--- config.mk ---
export PLATFORM = sky130hd
export DESIGN_NAME = sfp_frame_tx_rx
export DESIGN_NICKNAME = d
export VERILOG_FILES = /design/src/rtl/sfp_frame_tx_rx.sv
export SDC_FILE = /design/constraint.sdc
export NUM_CORES = 1
export LEC_CHECK = 0
export CAP_MARGIN = 30
export CORE_MARGIN = 2
export CORE_UTILIZATION = 50
export CTS_CLUSTER_DIAMETER = 60
export DETAILED_ROUTE_END_ITERATION = 7
export GPL_TIMING_DRIVEN = 0
export PLACE_DENSITY = 0.79
export SYNTH_ARGS = -nofsm -noshare
export SYNTH_HDL_FRONTEND = slang
export SYNTH_SLANG_ARGS = --single-unit
--- constraint.sdc ---
create_clock -name i_clk -period 2.7 [get_ports i_clk]
set_clock_uncertainty 0.05 [all_clocks]
set_input_delay 0.405 -clock i_clk [delete_from_list [all_inputs] [get_ports i_clk]]
set_output_delay 0.405 -clock i_clk [all_outputs]
set_load 0.05 [all_outputs]
--- src/rtl/sfp_frame_tx_rx.sv ---
// Frame serialiser/deserialiser between the SFP register block and an AXI-Stream link.
// Optional checksum beat on both paths: define SFP_FRAME_CHKSUM_EN.
module sfp_frame_tx_rx #(
   parameter int C_DATA_FRAME_BIT = 128,
   parameter int C_TDATA_WIDTH    = 32,
   parameter int C_RX_TIMEOUT     = 255
) (
   input  logic                        i_clk,
   input  logic                        i_rst,
   input  logic [C_DATA_FRAME_BIT-1:0] i_tx_frame,
   input  logic                        i_sfp_start_flag,
   output logic                        o_tx_en,
   output logic                        o_tx_busy,
   output logic [C_TDATA_WIDTH-1:0]    m_axis_tdata,
   output logic                        m_axis_tvalid,
   output logic                        m_axis_tlast,
   input  logic                        m_axis_tready,
   input  logic [C_TDATA_WIDTH-1:0]    s_axis_tdata,
   input  logic                        s_axis_tvalid,
   input  logic                        s_axis_tlast,
   output logic [C_DATA_FRAME_BIT-1:0] o_rx_frame,
   output logic                        o_sfp_end_flag,
   output logic [15:0]                 o_rx_err_cnt
);

   localparam int FW = C_DATA_FRAME_BIT;
   localparam int DW = C_TDATA_WIDTH;
   localparam int NB = FW / DW;
`ifdef SFP_FRAME_CHKSUM_EN
   localparam int NBT = NB + 1;
`else
   localparam int NBT = NB;
`endif
   localparam int CW = $clog2(NBT + 1);
   localparam int GW = $clog2(C_RX_TIMEOUT + 1);

   typedef enum logic [1:0] {TX_IDLE, TX_SEND, TX_DONE} tx_st_e;
   typedef enum logic [1:0] {RX_IDLE, RX_COLLECT, RX_DROP} rx_st_e;

   tx_st_e          tx_st_q, tx_st_d;
   logic [FW-1:0]   tsh_q, tsh_d;
   logic [CW-1:0]   tcnt_q, tcnt_d;

   rx_st_e          rx_st_q, rx_st_d;
   logic [FW-1:0]   rsh_q, rsh_d, rsh_nx;
   logic [CW-1:0]   rcnt_q, rcnt_d;
   logic [GW-1:0]   gap_q, gap_d;
   logic [FW-1:0]   frame_q, frame_d;
   logic            end_q, end_d;
   logic [15:0]     err_q, err_d;
   logic            err_inc;

`ifdef SFP_FRAME_CHKSUM_EN
   logic [DW-1:0]   tsum_q, tsum_d;
   logic [DW-1:0]   rsum_q, rsum_d;
`endif

   always_ff @(posedge i_clk) begin
      if (i_rst) begin
         tx_st_q <= TX_IDLE;
         tsh_q   <= '0;
         tcnt_q  <= '0;
         rx_st_q <= RX_IDLE;
         rsh_q   <= '0;
         rcnt_q  <= '0;
         gap_q   <= '0;
         frame_q <= '0;
         end_q   <= 1'b0;
         err_q   <= '0;
`ifdef SFP_FRAME_CHKSUM_EN
         tsum_q  <= '0;
         rsum_q  <= '0;
`endif
      end else begin
         tx_st_q <= tx_st_d;
         tsh_q   <= tsh_d;
         tcnt_q  <= tcnt_d;
         rx_st_q <= rx_st_d;
         rsh_q   <= rsh_d;
         rcnt_q  <= rcnt_d;
         gap_q   <= gap_d;
         frame_q <= frame_d;
         end_q   <= end_d;
         err_q   <= err_d;
`ifdef SFP_FRAME_CHKSUM_EN
         tsum_q  <= tsum_d;
         rsum_q  <= rsum_d;
`endif
      end
   end

   always_comb begin
      tx_st_d       = tx_st_q;
      tsh_d         = tsh_q;
      tcnt_d        = tcnt_q;
      m_axis_tdata  = '0;
      m_axis_tvalid = 1'b0;
      m_axis_tlast  = 1'b0;
      o_tx_en       = 1'b0;
      o_tx_busy     = 1'b0;
`ifdef SFP_FRAME_CHKSUM_EN
      tsum_d        = tsum_q;
`endif
      unique case (tx_st_q)
         TX_IDLE: begin
            if (i_sfp_start_flag) begin
               tsh_d   = i_tx_frame;
               tcnt_d  = '0;
               tx_st_d = TX_SEND;
`ifdef SFP_FRAME_CHKSUM_EN
               tsum_d  = '0;
`endif
            end
         end
         TX_SEND: begin
            o_tx_busy     = 1'b1;
            m_axis_tvalid = 1'b1;
            m_axis_tlast  = (tcnt_q == CW'(NBT - 1));
            m_axis_tdata  = tsh_q[FW-1 -: DW];
`ifdef SFP_FRAME_CHKSUM_EN
            if (tcnt_q == CW'(NB)) m_axis_tdata = tsum_q;
`endif
            if (m_axis_tready) begin
               tsh_d  = tsh_q << DW;
               tcnt_d = tcnt_q + CW'(1);
`ifdef SFP_FRAME_CHKSUM_EN
               tsum_d = tsum_q + tsh_q[FW-1 -: DW];
`endif
               if (m_axis_tlast) tx_st_d = TX_DONE;
            end
         end
         TX_DONE: begin
            o_tx_en = 1'b1;
            tx_st_d = TX_IDLE;
         end
         default: tx_st_d = TX_IDLE;
      endcase
   end

   always_comb begin
      rx_st_d = rx_st_q;
      rsh_d   = rsh_q;
      rcnt_d  = rcnt_q;
      gap_d   = gap_q;
      frame_d = frame_q;
      end_d   = 1'b0;
      err_inc = 1'b0;
      rsh_nx  = (rsh_q << DW) | FW'(s_axis_tdata);
`ifdef SFP_FRAME_CHKSUM_EN
      rsum_d  = rsum_q;
`endif
      unique case (rx_st_q)
         RX_IDLE: begin
            gap_d = '0;
            if (s_axis_tvalid) begin
               rsh_d  = FW'(s_axis_tdata);
               rcnt_d = CW'(1);
`ifdef SFP_FRAME_CHKSUM_EN
               rsum_d = s_axis_tdata;
`endif
               if (s_axis_tlast) begin
                  if (NBT == 1) begin
                     frame_d = FW'(s_axis_tdata);
                     end_d   = 1'b1;
                  end else begin
                     err_inc = 1'b1;
                  end
               end else if (NBT == 1) begin
                  err_inc = 1'b1;
                  rx_st_d = RX_DROP;
               end else begin
                  rx_st_d = RX_COLLECT;
               end
            end
         end
         RX_COLLECT: begin
            if (s_axis_tvalid) begin
               gap_d = '0;
               if (rcnt_q == CW'(NBT - 1)) begin
                  rx_st_d = RX_IDLE;
                  if (!s_axis_tlast) begin
                     err_inc = 1'b1;
                     rx_st_d = RX_DROP;
                  end else begin
`ifdef SFP_FRAME_CHKSUM_EN
                     if (s_axis_tdata != rsum_q) begin
                        err_inc = 1'b1;
                     end else begin
                        frame_d = rsh_q;
                        end_d   = 1'b1;
                     end
`else
                     frame_d = rsh_nx;
                     end_d   = 1'b1;
`endif
                  end
               end else if (s_axis_tlast) begin
                  err_inc = 1'b1;
                  rx_st_d = RX_IDLE;
               end else begin
                  rsh_d  = rsh_nx;
                  rcnt_d = rcnt_q + CW'(1);
`ifdef SFP_FRAME_CHKSUM_EN
                  rsum_d = rsum_q + s_axis_tdata;
`endif
               end
            end else if (gap_q == GW'(C_RX_TIMEOUT - 1)) begin
               err_inc = 1'b1;
               gap_d   = '0;
               rx_st_d = RX_IDLE;
            end else begin
               gap_d = gap_q + GW'(1);
            end
         end
         RX_DROP: begin
            if (s_axis_tvalid) begin
               gap_d = '0;
               if (s_axis_tlast) rx_st_d = RX_IDLE;
            end else if (gap_q == GW'(C_RX_TIMEOUT - 1)) begin
               gap_d   = '0;
               rx_st_d = RX_IDLE;
            end else begin
               gap_d = gap_q + GW'(1);
            end
         end
         default: rx_st_d = RX_IDLE;
      endcase
      err_d = (err_inc && err_q != 16'hFFFF) ? err_q + 16'd1 : err_q;
   end

   assign o_rx_frame     = frame_q;
   assign o_sfp_end_flag = end_q;
   assign o_rx_err_cnt   = err_q;

endmodule
# Word-level counts from Yosys, hierarchy flattened
# Cells that the tools add are included.
dict set report totals {
  register_bits 387
  input_bits 166
}
dict set report classes {
  n_addsub 4
  n_eq_ne 16
  mux 43
  bitwise_logic 4
  n_reduce_logical 13
}
# op n
set ops {}
lappend ops {{$mux 96} 4}
lappend ops {{$mux 128} 2}
lappend ops {{$pmux 128 s2} 1}
lappend ops {{$pmux 96 s2} 1}
lappend ops {{$or 128x32->128} 1}
lappend ops {{$mux 32} 1}
lappend ops {{$mux 2} 11}
lappend ops {{$mux 3} 6}
lappend ops {{$add 16x1->16 const B} 1}
lappend ops {{$mux 8} 2}
lappend ops {{$ne 16x16->1 const B} 1}
lappend ops {{$ne 2x2->1 const B} 8}
lappend ops {{$pmux 8 s2} 1}
lappend ops {{$pmux 3 s2} 2}
lappend ops {{$mux 1} 9}
lappend ops {{$add 8x1->8 const B} 1}
lappend ops {{$eq 8x8->1 const B} 1}
lappend ops {{$add 3x1->3 const B} 2}
lappend ops {{$eq 3x2->1 const B} 2}
lappend ops {{$pmux 2 s3} 1}
lappend ops {{$reduce_and 3->1} 2}
lappend ops {{$reduce_bool 2->1} 3}
lappend ops {{$reduce_and 5->1} 1}
lappend ops {{$eq 2x1->1 const B} 2}
lappend ops {{10 further kinds} 14}

# Depth between registers and ports, before layout
dict set report logic_depth {
  depth_word 5
  ltp_mapped 9
  mapped_depth_nobuf 7
}

# Least setup slack after synthesis
# OpenSTA, ideal clock, no wires.
dict set report synth_timing {
  path_type {register to output}
  startpoint {register tx_st_q[1]}
  endpoint {output port m_axis_tdata[23]}
  arrival_ps 1793
  required_time_ps 2245
  setup_slack_ps 452
  stages_incl_launch_ff 6
  path_buffers 2
  path_cell_list {dfxtp_1 > nand2b_1 > buf_2 > inv_2 > clkbuf_1 > and2_1}
}
dict set report synth_via {
  elab_chain_cells 2
}
# item line_no
set synth_lines {}
lappend synth_lines {{from (decl)} 40} ;# tx_st_e tx_st_q, tx_st_d;
lappend synth_lines {{from (signal assigned)} 75} ;# tx_st_q <= tx_st_d;
lappend synth_lines {{$eq 2x1->1} 104} ;# unique case (tx_st_q)
lappend synth_lines {{$mux 32} 104}
lappend synth_lines {{to (decl)} 14} ;# output logic [C_TDATA_WIDTH-1:0] m_axis_tdata,
# Every way passes these cells.

# Final worst setup path
dict set report layout_timing {
  startpoint {register tx_st_q[1]}
  endpoint {output port m_axis_tdata[6]}
}
# Same word-level chain as after synthesis.

==> flow_metrics.env <==
export IMPL_r2r_cells=8
export IMPL_cts_buffers=40
export IMPL_synth_mux_area_share_pct=0.1361
export IMPL_netlist_area_sq_um=14710
export IMPL_yosys_area_share_adder_pct=0.9359
export IMPL_drive_above_1_share_pct=6.676
export IMPL_multi_input_area_sq_um=6275
export IMPL_final_nets=2368
export IMPL_grt_pass1_vias=13640
export IMPL_reg2reg_slack_ns=0.13
export IMPL_wl_per_cell_um=17.83
export IMPL_async_flop_share_pct=0
export IMPL_rows=62
export IMPL_peakVddDrop_mv=0.4667
export IMPL_regArea_sq_um=7747
export IMPL_core_sq_um=28860
export IMPL_dpl_instance_area_sq_um=18640
export IMPL_period_share_pct=97.89
export IMPL_cts_tree="yes"
export IMPL_yosys_area_top_type_share_pct=52.68
export IMPL_yosys_warnings=0
export IMPL_viasPerCell=5.525
export IMPL_hold_viol=0
export IMPL_slew_headroom_pct=47.82
export IMPL_die_y_um=175.5
export IMPL_cts_sinks=387
export IMPL_ys_seq_area_share_pct=52.68
export IMPL_worstSkewPairLatency_ns=0.52
export IMPL_crit_required_ns=2.25
export IMPL_grt_antenna_before_repair=6
export IMPL_status="complete, no violations"
export IMPL_synth_flop_cell="dfxtp_1"
export IMPL_synth_edff_count=0
export IMPL_firstDrtPassIters=6
export IMPL_post_cts_buffers=0
export IMPL_remaining_drc_errors=0
export IMPL_grt_usage_pct=28.91
export IMPL_wl_mm=46.44
export IMPL_slowest_delay_ns=0.32
export IMPL_arrival_ns=2.19
export IMPL_pin_count=347
export IMPL_crit_path_end_kind="primary output"
export IMPL_fmax_mhz=378.4
export IMPL_cts_max_level=2
export IMPL_cts_buffer_depth=3
export IMPL_critPathLaunch="tx_st_q[1]"
export IMPL_area_growth_pct=35.07
export IMPL_path_cells="nand2b_1 > buf_2 > inv_2 > buf_4 > clkbuf_4 > and2_1 > buf_2"
export IMPL_avgSynthCellArea_sq_um=8.152
export IMPL_synth_top_family_by_area="simple AND/OR/NAND/NOR gates"
export IMPL_yosys_area_share_simple_pct=22.96
export IMPL_synth_compound_area_share_pct=18.17
export IMPL_die_x_um=175.5
export IMPL_dr_total_vias=14390
export IMPL_syn_nets=1981
export IMPL_place_inst=2533
export IMPL_rr_startpoint="rcnt_q[0]"
export IMPL_final_cell_count_no_fill=2605
export IMPL_path_common_cell="buf_2"
export IMPL_worstSetupPathType="reg -> out"
export IMPL_synth_area_top_cells="dfxtp_1 53%, nand2_1 13%, a21oi_1 6.2%, a311oi_1 5.8%, nor2_1 5.5%"
export IMPL_cts_hold_buf=0
export IMPL_worstHoldStart="s_axis_tvalid"
export IMPL_drt_initial_drc_count=1283
export IMPL_cap_violations=0
export IMPL_cp_slowest_cell="dfxtp_1"
export IMPL_finalHoldWorstSlack_ns=0.2485
export IMPL_synth_cell_types=47
export IMPL_slew_viol_final=0
export IMPL_hp_class="in -> reg"
export IMPL_crit_fanout=10
export IMPL_grt_max_degree=15
export IMPL_drtAntennaViolNets=0
export IMPL_worstMarginPinSlew_ns=0.7828
export IMPL_setup_violations=0
export IMPL_syn_inst=1804
export IMPL_fin_crit_ns=2.643
export IMPL_place_gp_congestion=0.9055
export IMPL_critPathLaunchType="flop"
export IMPL_root_buffer="clkbuf_16"
export IMPL_die_area_sq_um=30800
export IMPL_initial_utilization_pct=50.96
export IMPL_grt_overflow=0
export IMPL_io_buffers=345
export IMPL_p_leak_nw=7.164
export IMPL_finalInstanceArea_sq_um=19860
export IMPL_final_core_util_pct=68.83
export IMPL_rsz0062_at_grt="false"
export IMPL_p_per_area_nw_per_um2=647.8
export IMPL_grt_first_pass_wirelength_mm=71.37
export IMPL_nFillCells=2300
export IMPL_endpoint="m_axis_tdata[6]"
export IMPL_r2r_end="o_rx_frame[37]"
export IMPL_synth_seq_cells=387
export IMPL_cts_clk_slew_worst_paths_ns=0.06
export IMPL_dp_hpwl_mm=36.00
export IMPL_synth_xor_area_share_pct=0.4765
export IMPL_yosysTopAreaCell="dfxtp_1"
-- cell type report --
| cell class | instances | share of cell area [%] |
|---|---|---|
| Tap cell | 384 | 2.419 |
| Clock buffer | 57 | 5.827 |
| Sequential cell | 387 | 39.00 |
| Buffer | 151 | 3.294 |
| Timing Repair Buffer | 345 | 16.89 |
| Antenna cell | 4 | 0.05039 |
| Inverter | 11 | 0.2079 |
| Multi-Input combinational cell | 1255 | 31.59 |
| Clock inverter | 11 | 0.7118 |
-- worst max-delay path, delay by kind of cell, from the launching register on --
family	cells	cell delay [ns]
flops	1	0.32
buf+inv	5	1.04
simple gates	2	0.30
-- Yosys cell counts (2+ instances only) --
master and instances:
nor2_1 215, nand3_1 8, a22oi_1 97, or2_2 2, buf_2 39, and4_1 3
a311oi_1 97, nor2b_1 6, dfxtp_1 387, o21ai_0 5, nand2b_1 4, nand2_1 528
or4_1 3, or3_1 10, xor2_1 4, o21ai_1 7, inv_1 10, a211oi_1 2
buf_1 4, o31ai_1 3, a211o_1 2, mux2i_1 2, nand4_1 5, buf_4 3
and2_1 37, buf_6 2, clkbuf_1 103, ha_1 11, a21oi_1 182, nor3b_1 3
xnor2_1 4
-- power breakdown --
group | leakage (nW) | internal (W) | switching (W)
registers | 3.15 | 0.00594 | 0.000138
clock network | 0.642 | 0.00326 | 0.00219
logic | 3.37 | 0.000529 | 0.000814
total | 7.16 | 0.00973 | 0.00314
-- worst min path at each step --
| stage | end | cells after the start |
|---|---|---|
| floorplan | o_rx_frame[100] | 2 |
| global placement | o_rx_frame[30] | 2 |
| detailed placement | o_rx_frame[80] | 2 |
| CTS | gap_q[4] | 4 |
| global route | gap_q[4] | 4 |
| finish | gap_q[4] | 4 |
-- cell usage in the layout, fill, tap and decap left out, types with 8 or more instances in the layout --
| cell type | n |
|---|---|
| dfxtp_1 | 387 |
| clkdlybuf4s50_1 | 310 |
| and2_1 | 37 |
| a21oi_1 | 182 |
| buf_2 | 54 |
| clkbuf_16 | 42 |
| clkbuf_1 | 109 |
| a311oi_1 | 97 |
| inv_1 | 10 |
| or3_1 | 10 |
| nand3_1 | 8 |
| nand2_1 | 528 |
| ha_1 | 11 |
| a22oi_1 | 97 |
| nor2_1 | 215 |
| clkbuf_4 | 12 |
-- logic make-up (layout without fill, tap and decap cells) --
group / after synthesis / in the layout
flops: 387 / 387
xor+xnor: 8 / 8
fa+ha+maj: 11 / 11
other cells: 0 / 4
compound gates: 402 / 402
mux: 2 / 2
buf+inv: 162 / 575
simple gates: 832 / 832
-- state kept, by name, summed over array words and instances, names as in the netlist --
| signal | count |
|---|---|
| tsh_q | 128 |
| o_rx_frame | 128 |
| rsh_q | 96 |
| gap_q | 8 |
| o_sfp_end_flag | 1 |
| rcnt_q | 3 |
| o_rx_err_cnt | 16 |
| tcnt_q | 3 |
| tx_st_q | 2 |
| rx_st_q | 2 |
-- per-layer routing --
layer | share of wire (%) | track usage (%) | wire length [um]
met5 | 0.065 | 0 | 30
met4 | 3.7 | 11.74 | 1702
met3 | 7.1 | 4.264 | 3311
met2 | 49 | 50.97 | 22810
met1 | 40 | 35.41 | 18590
-- what timing repair did --
item | in CTS | in global routing
endpoints found under the setup margin | 35 | 30
gates resized for setup | 158 | 20
cloned | 0 | 0
-- stage by stage --
| step | setup TNS, ns | total power (W) | setup WS, ns |
|---|---|---|---|
| finish | 0 | 0.01287 | 0.05706 |
| global placement | -9.912 | 0.007493 | -0.2922 |
| global route | 0 | 0.01327 | 0.0002949 |
| floorplan | 0 | 0.006927 | 0.4517 |
| CTS | 0 | 0.01287 | 0.006864 |
| detailed placement | -13.20 | 0.007522 | -0.2972 |
(Power assumes the default switching activity.)
